### config.mk
export PLATFORM = sky130hd
export DESIGN_NAME = fnd_scan_ctrl_n
export DESIGN_NICKNAME = d
export VERILOG_FILES = /design/src/rtl/fnd_scan_ctrl_n.sv
export SDC_FILE = /design/constraint.sdc
export NUM_CORES = 1
export LEC_CHECK = 0
export BUFFER_PORTS_ARGS = -buffer_cell sky130_fd_sc_hd__buf_2
export CAP_MARGIN = 10
export CORE_MARGIN = 2
export CORE_UTILIZATION = 54
export CTS_CLUSTER_SIZE = 10
export DETAILED_ROUTE_END_ITERATION = 8
export PLACE_DENSITY = 0.76
export SYNTH_ARGS = -nofsm -noshare
export SYNTH_HDL_FRONTEND = slang
export SYNTH_SLANG_ARGS = --single-unit
### constraint.sdc
create_clock -name clk -period 2 [get_ports clk]
set_input_delay 0 -clock clk [delete_from_list [all_inputs] [get_ports clk]]
set_output_delay 0 -clock clk [all_outputs]
set_load 0.05 [all_outputs]
### src/rtl/fnd_scan_ctrl_n.sv
// fnd_scan_ctrl_n: multi-digit 7-segment scan controller.
// Accepts a binary value over a valid/ready handshake, converts it to BCD
// with a sequential double-dabble engine, commits the result atomically and
// scans NUM_DIGITS common-anode digits with leading-zero blanking, per-digit
// decimal points and an overflow indication.
// Ports:
//   clk, reset          rising-edge clock, asynchronous active-high reset
//   in_data/in_valid    binary value and its valid strobe
//   in_ready            converter idle, a transfer is accepted
//   dp_mask             decimal point per digit (bit0 = units, 1 = lit), live
//   blank_lz            1 = blank leading zeros, live
//   an                  digit enables, active-low one-hot
//   seg                 {dp,g,f,e,d,c,b,a}, active-low
//   overflow            committed value does not fit NUM_DIGITS digits
module fnd_scan_ctrl_n #(
   parameter int unsigned NUM_DIGITS   = 4,
   parameter int unsigned IN_WIDTH     = 14,
   parameter int unsigned DIGIT_PERIOD = 100_000
) (
   input  logic                  clk,
   input  logic                  reset,
   input  logic [IN_WIDTH-1:0]   in_data,
   input  logic                  in_valid,
   output logic                  in_ready,
   input  logic [NUM_DIGITS-1:0] dp_mask,
   input  logic                  blank_lz,
   output logic [NUM_DIGITS-1:0] an,
   output logic [7:0]            seg,
   output logic                  overflow
);

   localparam int unsigned BCD_W  = 4 * (NUM_DIGITS + 1);
   localparam int unsigned DISP_W = 4 * NUM_DIGITS;
   localparam int unsigned DD_W   = BCD_W + IN_WIDTH;
   localparam int unsigned CNT_W  = $clog2(IN_WIDTH + 1);
   localparam int unsigned DIV_W  = $clog2(DIGIT_PERIOD);
   localparam int unsigned SEL_W  = $clog2(NUM_DIGITS);
   localparam logic [31:0] MAX_VAL = 32'(10 ** NUM_DIGITS - 1);

   localparam logic [1:0] S_IDLE  = 2'd0;
   localparam logic [1:0] S_SHIFT = 2'd1;
   localparam logic [1:0] S_DONE  = 2'd2;

   logic [1:0]            r_state;
   logic [1:0]            w_next;
   logic [DD_W-1:0]       r_dd;        // {bcd, shift register}
   logic [BCD_W-1:0]      w_adj;
   logic [CNT_W-1:0]      r_cnt;
   logic                  r_ovf_lat;
   logic [DISP_W-1:0]     r_disp;
   logic                  r_ovf;
   logic                  r_in_ready;
   logic [DIV_W-1:0]      r_div;
   logic [SEL_W-1:0]      r_sel;
   logic [NUM_DIGITS-1:0] r_an;
   logic [7:0]            r_seg;
   logic [NUM_DIGITS-1:0] w_an;
   logic [3:0]            w_nib;
   logic                  w_dp;
   logic                  w_lz;
   logic [6:0]            w_pat;
   logic [7:0]            w_seg;

   // Converter state register
   always_ff @(posedge clk or posedge reset) begin
      if (reset) r_state <= S_IDLE;
      else       r_state <= w_next;
   end

   // Converter next state
   always_comb begin
      w_next = r_state;
      case (r_state)
         S_IDLE:  if (in_valid) w_next = S_SHIFT;
         S_SHIFT: if (r_cnt == CNT_W'(1)) w_next = S_DONE;
         S_DONE:  w_next = S_IDLE;
         default: w_next = S_IDLE;
      endcase
   end

   // Double-dabble add-3 correction on every nibble (one spare nibble keeps carries)
   always_comb begin
      logic [3:0] nib;
      nib   = '0;
      w_adj = '0;
      for (int unsigned k = 0; k < NUM_DIGITS + 1; k++) begin
         nib = r_dd[IN_WIDTH + 4*k +: 4];
         w_adj[4*k +: 4] = (nib >= 4'd5) ? nib + 4'd3 : nib;
      end
   end

   // Conversion datapath and atomic commit
   always_ff @(posedge clk or posedge reset) begin
      if (reset) begin
         r_dd       <= '0;
         r_cnt      <= '0;
         r_ovf_lat  <= 1'b0;
         r_disp     <= '0;
         r_ovf      <= 1'b0;
         r_in_ready <= 1'b1;
      end else begin
         case (r_state)
            S_IDLE: if (in_valid) begin
               r_dd       <= {BCD_W'(0), in_data};
               r_cnt      <= CNT_W'(IN_WIDTH);
               r_ovf_lat  <= (32'(in_data) > MAX_VAL);
               r_in_ready <= 1'b0;
            end
            S_SHIFT: begin
               r_dd  <= {w_adj, r_dd[IN_WIDTH-1:0]} << 1;
               r_cnt <= r_cnt - CNT_W'(1);
            end
            S_DONE: begin
               r_disp     <= r_dd[IN_WIDTH +: DISP_W];
               r_ovf      <= r_ovf_lat;
               r_in_ready <= 1'b1;
            end
            default: ;
         endcase
      end
   end

   // Refresh divider and digit select
   always_ff @(posedge clk or posedge reset) begin
      if (reset) begin
         r_div <= '0;
         r_sel <= '0;
      end else if (r_div == DIV_W'(DIGIT_PERIOD - 1)) begin
         r_div <= '0;
         r_sel <= (r_sel == SEL_W'(NUM_DIGITS - 1)) ? '0 : r_sel + SEL_W'(1);
      end else begin
         r_div <= r_div + DIV_W'(1);
      end
   end

   // Digit decode for the selected slot
   always_comb begin
      w_an  = '1;
      w_nib = '0;
      w_dp  = 1'b1;
      w_lz  = 1'b0;
      for (int unsigned k = 0; k < NUM_DIGITS; k++) begin
         if (SEL_W'(k) == r_sel) begin
            w_an[k] = 1'b0;
            w_nib   = r_disp[4*k +: 4];
            w_dp    = ~dp_mask[k];
            // digit k and everything above it are zero; units never blank
            w_lz    = (k != 0) && ((r_disp >> (4*k)) == '0);
         end
      end
      case (w_nib)
         4'd0:    w_pat = 7'h40;
         4'd1:    w_pat = 7'h79;
         4'd2:    w_pat = 7'h24;
         4'd3:    w_pat = 7'h30;
         4'd4:    w_pat = 7'h19;
         4'd5:    w_pat = 7'h12;
         4'd6:    w_pat = 7'h02;
         4'd7:    w_pat = 7'h78;
         4'd8:    w_pat = 7'h00;
         4'd9:    w_pat = 7'h10;
         default: w_pat = 7'h7F;
      endcase
      if (r_ovf)                w_seg = {w_dp, 7'h3F};
      else if (blank_lz && w_lz) w_seg = {w_dp, 7'h7F};
      else                      w_seg = {w_dp, w_pat};
   end

   // Registered pin drivers, one cycle behind the select
   always_ff @(posedge clk or posedge reset) begin
      if (reset) begin
         r_an  <= '1;
         r_seg <= 8'hFF;
      end else begin
         r_an  <= w_an;
         r_seg <= w_seg;
      end
   end

   assign an       = r_an;
   assign seg      = r_seg;
   assign in_ready = r_in_ready;
   assign overflow = r_ovf;

endmodule

## After elaboration in Yosys (flattened, before gate mapping)

Memories as Yosys holds them, arrays and structs flattened.
Cells that the tools add are included.

- $add $sub $neg: 8
- Mux-type cells: 33
- $lt $le $gt $ge: 6
- Bitwise gates (word level): 4
- Reduce and logical (&&, ||, !) cells: 12
- Eq/ne operators: 10

Operator list:

| kind | count |
|---|---|
| $pmux 34 s2 | 1 |
| $logic_not 16->1 | 3 |
| $mux 4 | 9 |
| $mux 34 | 1 |
| $ge 4x3->1 const B | 5 |
| $add 17x1->17 const B | 1 |
| $eq 17x17->1 const B | 1 |
| $mux 17 | 1 |
| $add 4x2->4 const B | 4 |
| $gt 14x14->1 const B | 1 |
| $mux 7 | 2 |
| $mux 1 | 12 |
| $pmux 4 s2 | 1 |
| $reduce_and 2->1 | 4 |
| $mux 2 | 3 |
| $eq 2x2->1 const A | 2 |
| $eq 2x2->1 const B | 2 |
| $eq 4x1->1 const B | 1 |
| $logic_not 2->1 | 2 |
| $ne 2x2->1 const B | 2 |
| $not 1->1 | 4 |
| $pmux 2 s2 | 1 |
| $reduce_bool 2->1 | 2 |
| $sub 4x1->4 const B | 1 |
| other kinds (7) | 7 |

- Memory bits (read-only): 112
- Input bits: 22
- Register bits after elaboration: 90
- Memories: 1

Memories:

| name | words | bits a word | read ports | clocked after memory_dff | wr ports | RTL line | source |
|---|---|---|---|---|---|---|---|
| (name not given) | 16 | 7 | 1 | 0 | 0 | 151 | `case (w_nib)` |

## Logic depth before layout (Yosys ltp)

An unclocked memory read counts as a cell.

- Depth after elaboration: 8
- Gate-level depth with buffers: 9

## Worst setup path after synthesis

Ideal clock, no wire load.

- Kind: register to register
- From: register r_sel[0]
- To: register r_seg[1] (netlist: seg[1])
- Setup slack: -45 ps
- Data arrival time: 1,966 ps
- Clock period less this slack: 2,045 ps
- Library setup time: 79 ps
- Stages on the path, launching flop included: 8
- Path through: dfrtp_1 -> ha_1 -> buf_4 -> or3b_2 -> o221ai_1 -> ha_1 -> nor2b_1 -> o21ai_0

- Longest elaborated chain between the ends: 8

RTL lines:

| element | RTL line | source |
|---|---|---|
| start: declaration | 54 | `logic [SEL_W-1:0] r_sel;` |
| start signal: assignment | 130 | `r_sel <= (r_sel == SEL_W'(NUM_DIGITS - 1)) ? '0 : r_sel + SEL_W'(1);` |
| $logic_not 2->1 | 143 | `if (SEL_W'(k) == r_sel) begin` |
| $mux 4 (4 in a row) | 143 |  |
| $mem_v2 16x7 | n/a |  |
| $mux 7 (*) | 165 | `else if (blank_lz && w_lz) w_seg = {w_dp, 7'h7F};` |
| $mux 7 (*) | 164 | `if (r_ovf) w_seg = {w_dp, 7'h3F};` |
| via w_seg[1] | 62 | `logic [7:0] w_seg;` |
| end signal: assignment | 176 | `r_seg <= w_seg;` |
| end: declaration | 56 | `logic [7:0] r_seg;` |

Mark *: on every way through the listed nets, which the timed path passes. The rest lies on a longest branch.
A chain may end at the register's enable or synchronous reset.

## Final worst setup path

- From: register r_sel[1]
- To: register r_seg[0] (netlist: seg[0])

Same word-level chain as after synthesis.

==> flow_summary.rst <==
.. list-table::
   :header-rows: 1

   * - Metric
     - Value
   * - Antenna violations before repair
     - 0
   * - Net count after synthesis
     - 433
   * - Reg-to-reg endpoint
     - seg[0]
   * - Detailed-routing iteration count for the pre-antenna-repair pass
     - 4
   * - Clk root buf
     - sky130_fd_sc_hd__clkbuf_8
   * - Most common flop cell mapped by yosys
     - sky130_fd_sc_hd__dfrtp_1
   * - Ratio of cells with drive above 1 in the final layout
     - between 20% and 30%
   * - Number of global-route vias before repair
     - 3158
   * - Maximum number of pins on one net before global-route repair
     - 87
   * - Area post-placement
     - between 4000 and 5000 µm²
   * - Worst Setup Slack post-DPL
     - -0.0995 ns
   * - Number of cells on the worst hold path
     - 5
   * - Worst setup SP type
     - flop
   * - Clock buffers created by TritonCTS
     - 9
   * - Type of the setup path with the least slack
     - reg2reg
   * - Count of mapped cells out of synthesis
     - slightly below 400
   * - Layout Nets
     - between 500 and 600
   * - Setup TNS
     - 0 ns
   * - Post-route setup slack
     - around 0.023 ns
   * - Die height
     - ~93 µm
   * - Global-route congestion overflow total
     - 0
   * - Worst skew pair latency
     - about 0.34 ns
   * - Number of ports placed on the die boundary
     - 36
   * - Global-route wire length before repair
     - about 14 mm
   * - Min-Delay Startpoint
     - dp_mask[1]
   * - # clock sinks
     - between 80 and 90
   * - Minimum clock period
     - about 2.0 ns
   * - Core footprint
     - between 7000 and 8000 µm²
   * - Data required time at the worst endpoint
     - roughly 2.3 ns
   * - Row cnt
     - 32
   * - Final Total Pwr
     - between 6 and 7 mW
   * - Class of the tightest hold or removal check
     - in2reg
   * - Last weighted congestion value of the routability-driven placer
     - about 0.9
   * - HPWL after detailed placement
     - 5.52 mm
   * - Worst-case clock buffer depth
     - 2
   * - Setup repair after global routing missed its margin
     - yes
   * - # fillers
     - 594
   * - Share of the yosys chip area belonging to registers
     - 50.9%
   * - PD cells
     - 1200 nW/µm²
   * - Clock tree from TritonCTS
     - yes
   * - Final Cycle Share
     - a little over nine tenths
   * - Area of all placed cells without fillers
     - approximately 5200 µm²
   * - Post-synth EDFFs
     - 0
   * - Maximum vdd ir drop
     - roughly 0.00062 V
   * - Fmax achieved
     - ~510 MHz
   * - Detailed router's first-iteration violation count
     - between 150 and 200
   * - Source of the worst register-to-register timing path
     - r_sel[1]
   * - Run status
     - finished clean
   * - Worst hold slack
     - ~0.039 ns
   * - Post-Syn Area per Cell
     - approximately 11 µm²
   * - Number of design rule violations left after detail routing
     - 0
   * - Worst-margin pin slew
     - around 0.47 ns
   * - Share of flip-flops with an asynchronous set or reset
     - 100%
   * - Global-route usage over all layers
     - approximately a fifth
   * - Area enclosed by the die boundary
     - roughly 8600 µm²
   * - Maximum Capacitance Violations
     - 0
   * - Final Hold Violating Endpoints
     - 0
   * - Share of the core filled with cells
     - 68.1%
   * - Critical Path AT
     - approximately 2.2 ns
   * - Final-report setup violation count
     - 0
   * - Starting utilization of the core area
     - 55.5%
   * - Via density per instance
     - between 5 and 6
   * - Synthesis-to-layout area growth
     - 22.7%
   * - Kind of end point of the critical path
     - flop
   * - Ant diodes
     - 0
   * - Worst Skew
     - 0.00726 ns
   * - Slew headroom
     - approximately two thirds
   * - Leakage power figure
     - between 2 and 2.5 nW
   * - Maximum level of the CTS H-tree
     - 3
   * - Die width
     - between 90 and 100 µm
   * - Placed instance count
     - ~530
   * - Antenna Nets Post-Route
     - 0
   * - Final Instance Count excl. Fillers
     - around 570
   * - Synthesis Warnings
     - 0
   * - Worst Path Max Fanout
     - 7
   * - Port Buffers
     - 35
   * - Capture endpoint of the worst hold path
     - seg[7]
   * - Drt total wl
     - 8.48 mm
   * - Wirelength per Cell
     - roughly 15 µm
   * - Number of cells on the worst reg-to-reg path
     - 8
   * - Flip-flop and latch count after synthesis
     - 86
   * - Reg clk slew, reported paths
     - 0.08 ns
   * - Post-synthesis cell type count
     - 53
   * - Number of max-slew violations in the final report
     - 0
   * - Total number of vias
     - between 3000 and 4000
   * - FF-to-FF setup slack
     - around 0.023 ns
   * - Cell Area, Synth
     - about 4300 µm²
## worst max path at each step
stage	start	to	cells past startpoint
after floorplan	r_sel[0]	seg[1]	7
after global placement	r_sel[1]	seg[5]	8
after detailed placement	r_sel[0]	seg[0]	8
after CTS	r_sel[1]	seg[0]	8
after global routing	r_sel[1]	seg[6]	8
final	r_sel[1]	seg[0]	8
## synth_stat cells (4+ instances only)
cell type	instances	area (µm²)
sky130_fd_sc_hd__a211oi_1	6	45.0
sky130_fd_sc_hd__ha_1	21	263
sky130_fd_sc_hd__inv_1	23	86.3
sky130_fd_sc_hd__a22oi_1	15	113
sky130_fd_sc_hd__mux2_2	21	236
sky130_fd_sc_hd__a32o_1	4	40.0
sky130_fd_sc_hd__o21ai_0	19	95.1
sky130_fd_sc_hd__xor2_1	9	78.8
sky130_fd_sc_hd__clkbuf_1	11	41.3
sky130_fd_sc_hd__nor2_1	8	30.0
sky130_fd_sc_hd__xnor2_1	9	78.8
sky130_fd_sc_hd__dfstp_2	13	342
sky130_fd_sc_hd__nand3_1	21	105
sky130_fd_sc_hd__a21oi_1	11	55.1
sky130_fd_sc_hd__o31ai_1	8	60.1
sky130_fd_sc_hd__dfrtp_1	73	1830
sky130_fd_sc_hd__nor3b_1	5	37.5
sky130_fd_sc_hd__and4_1	5	43.8
sky130_fd_sc_hd__nand2b_1	9	56.3
sky130_fd_sc_hd__nor2b_1	5	31.3
sky130_fd_sc_hd__nand2_1	43	161
## cells in the final DEF, fill, tap and decap left out, types with 3 or more instances in the layout
cell type                       Yosys  routed
sky130_fd_sc_hd__dfrtp_1           73      71
sky130_fd_sc_hd__nand2_1           43      43
sky130_fd_sc_hd__buf_2              0      35
sky130_fd_sc_hd__buf_4              1      24
sky130_fd_sc_hd__nand3_1           21      21
sky130_fd_sc_hd__mux2_2            21      21
sky130_fd_sc_hd__o21ai_0           19      19
sky130_fd_sc_hd__dlygate4sd3_1      0      18
sky130_fd_sc_hd__inv_1             23      17
sky130_fd_sc_hd__a22oi_1           15      15
sky130_fd_sc_hd__ha_1              21      15
sky130_fd_sc_hd__dfstp_2           13      13
sky130_fd_sc_hd__a21oi_1           11      10
sky130_fd_sc_hd__clkbuf_8           0      10
sky130_fd_sc_hd__nand2b_1           9       9
sky130_fd_sc_hd__xnor2_1            9       9
sky130_fd_sc_hd__xor2_1             9       9
sky130_fd_sc_hd__o31ai_1            8       8
sky130_fd_sc_hd__nor2_1             8       8
sky130_fd_sc_hd__nor2b_1            5       5
sky130_fd_sc_hd__and4_1             5       5
sky130_fd_sc_hd__ha_4               0       5
sky130_fd_sc_hd__a211oi_1           6       4
sky130_fd_sc_hd__a211oi_2           2       4
sky130_fd_sc_hd__a32o_1             4       4
sky130_fd_sc_hd__nor3b_2            2       3
sky130_fd_sc_hd__nor3b_1            5       3
sky130_fd_sc_hd__inv_2              0       3
sky130_fd_sc_hd__nand3b_1           3       3
sky130_fd_sc_hd__o211ai_1           3       3
sky130_fd_sc_hd__nand4_1            3       3
## flip-flops by register name (all words and copies together), names as in the netlist, 2 cells and up
signal	cells
r_div	17
r_disp	16
seg	8
an	4
r_state	2
r_sel	2
r_dd	30
r_cnt	4
## repair_timing
action                                 in CTS  in global routing
setup endpoints to repair                   6                  8
pin swaps                                   2                  7
hold buffers                               18                  1
setup buffers                               2                  4
resized for setup                           9                 24
endpoints found under the hold margin      90                  1
## worst max-delay path: stages (launching register included)
cell,delay [ns]
sky130_fd_sc_hd__dfrtp_2,0.46
sky130_fd_sc_hd__buf_4,0.16
sky130_fd_sc_hd__ha_4,0.17
sky130_fd_sc_hd__buf_4,0.15
sky130_fd_sc_hd__a211oi_2,0.22
sky130_fd_sc_hd__a211o_1,0.22
sky130_fd_sc_hd__buf_4,0.16
sky130_fd_sc_hd__mux2i_1,0.22
sky130_fd_sc_hd__a22oi_1,0.12
## where the power goes
group | leakage (nW) | switching [mW] | internal (mW)
Combinational | 1.22 | 1.32 | 1.09
Sequential | 1.08 | 0.404 | 2.27
Clock | 0.0952 | 0.586 | 0.601
## cells by family (layout without fill, tap and decap cells)
family | count (synthesis) | in the layout | synth area share, %
XOR/XNOR | 18 | 18 | 3.70
AND/OR/NAND/NOR | 121 | 121 | 15.5
flip-flops | 86 | 86 | 50.9
multiplexers | 23 | 23 | 6.02
buffers and inverters | 38 | 118 | 3.64
AO/OA/AOI/OAI | 83 | 83 | 14.2
adder cells (fa/ha/maj) | 21 | 21 | 6.16
## area by class of cell
class	instances	area, µm²	area share [%]
inverter	23	95.1	1.82
multi-input combinational	266	2070	39.6
clock buffer	11	141	2.70
tap	102	128	2.44
timing repair buffer	80	578	11.0
clock inverter	4	47.5	0.908
sequential	86	2170	41.5
## routing by layer
layer  track usage (%)  up-vias  share of wire [%]
li1                  -     1550                  -
met4              8.46        0                2.1
met3              3.09       19                3.1
met5                 0        -                  0
met1              27.5     1577                 45
met2              34.0       73                 50
Power figures use the tool's default switching activity.
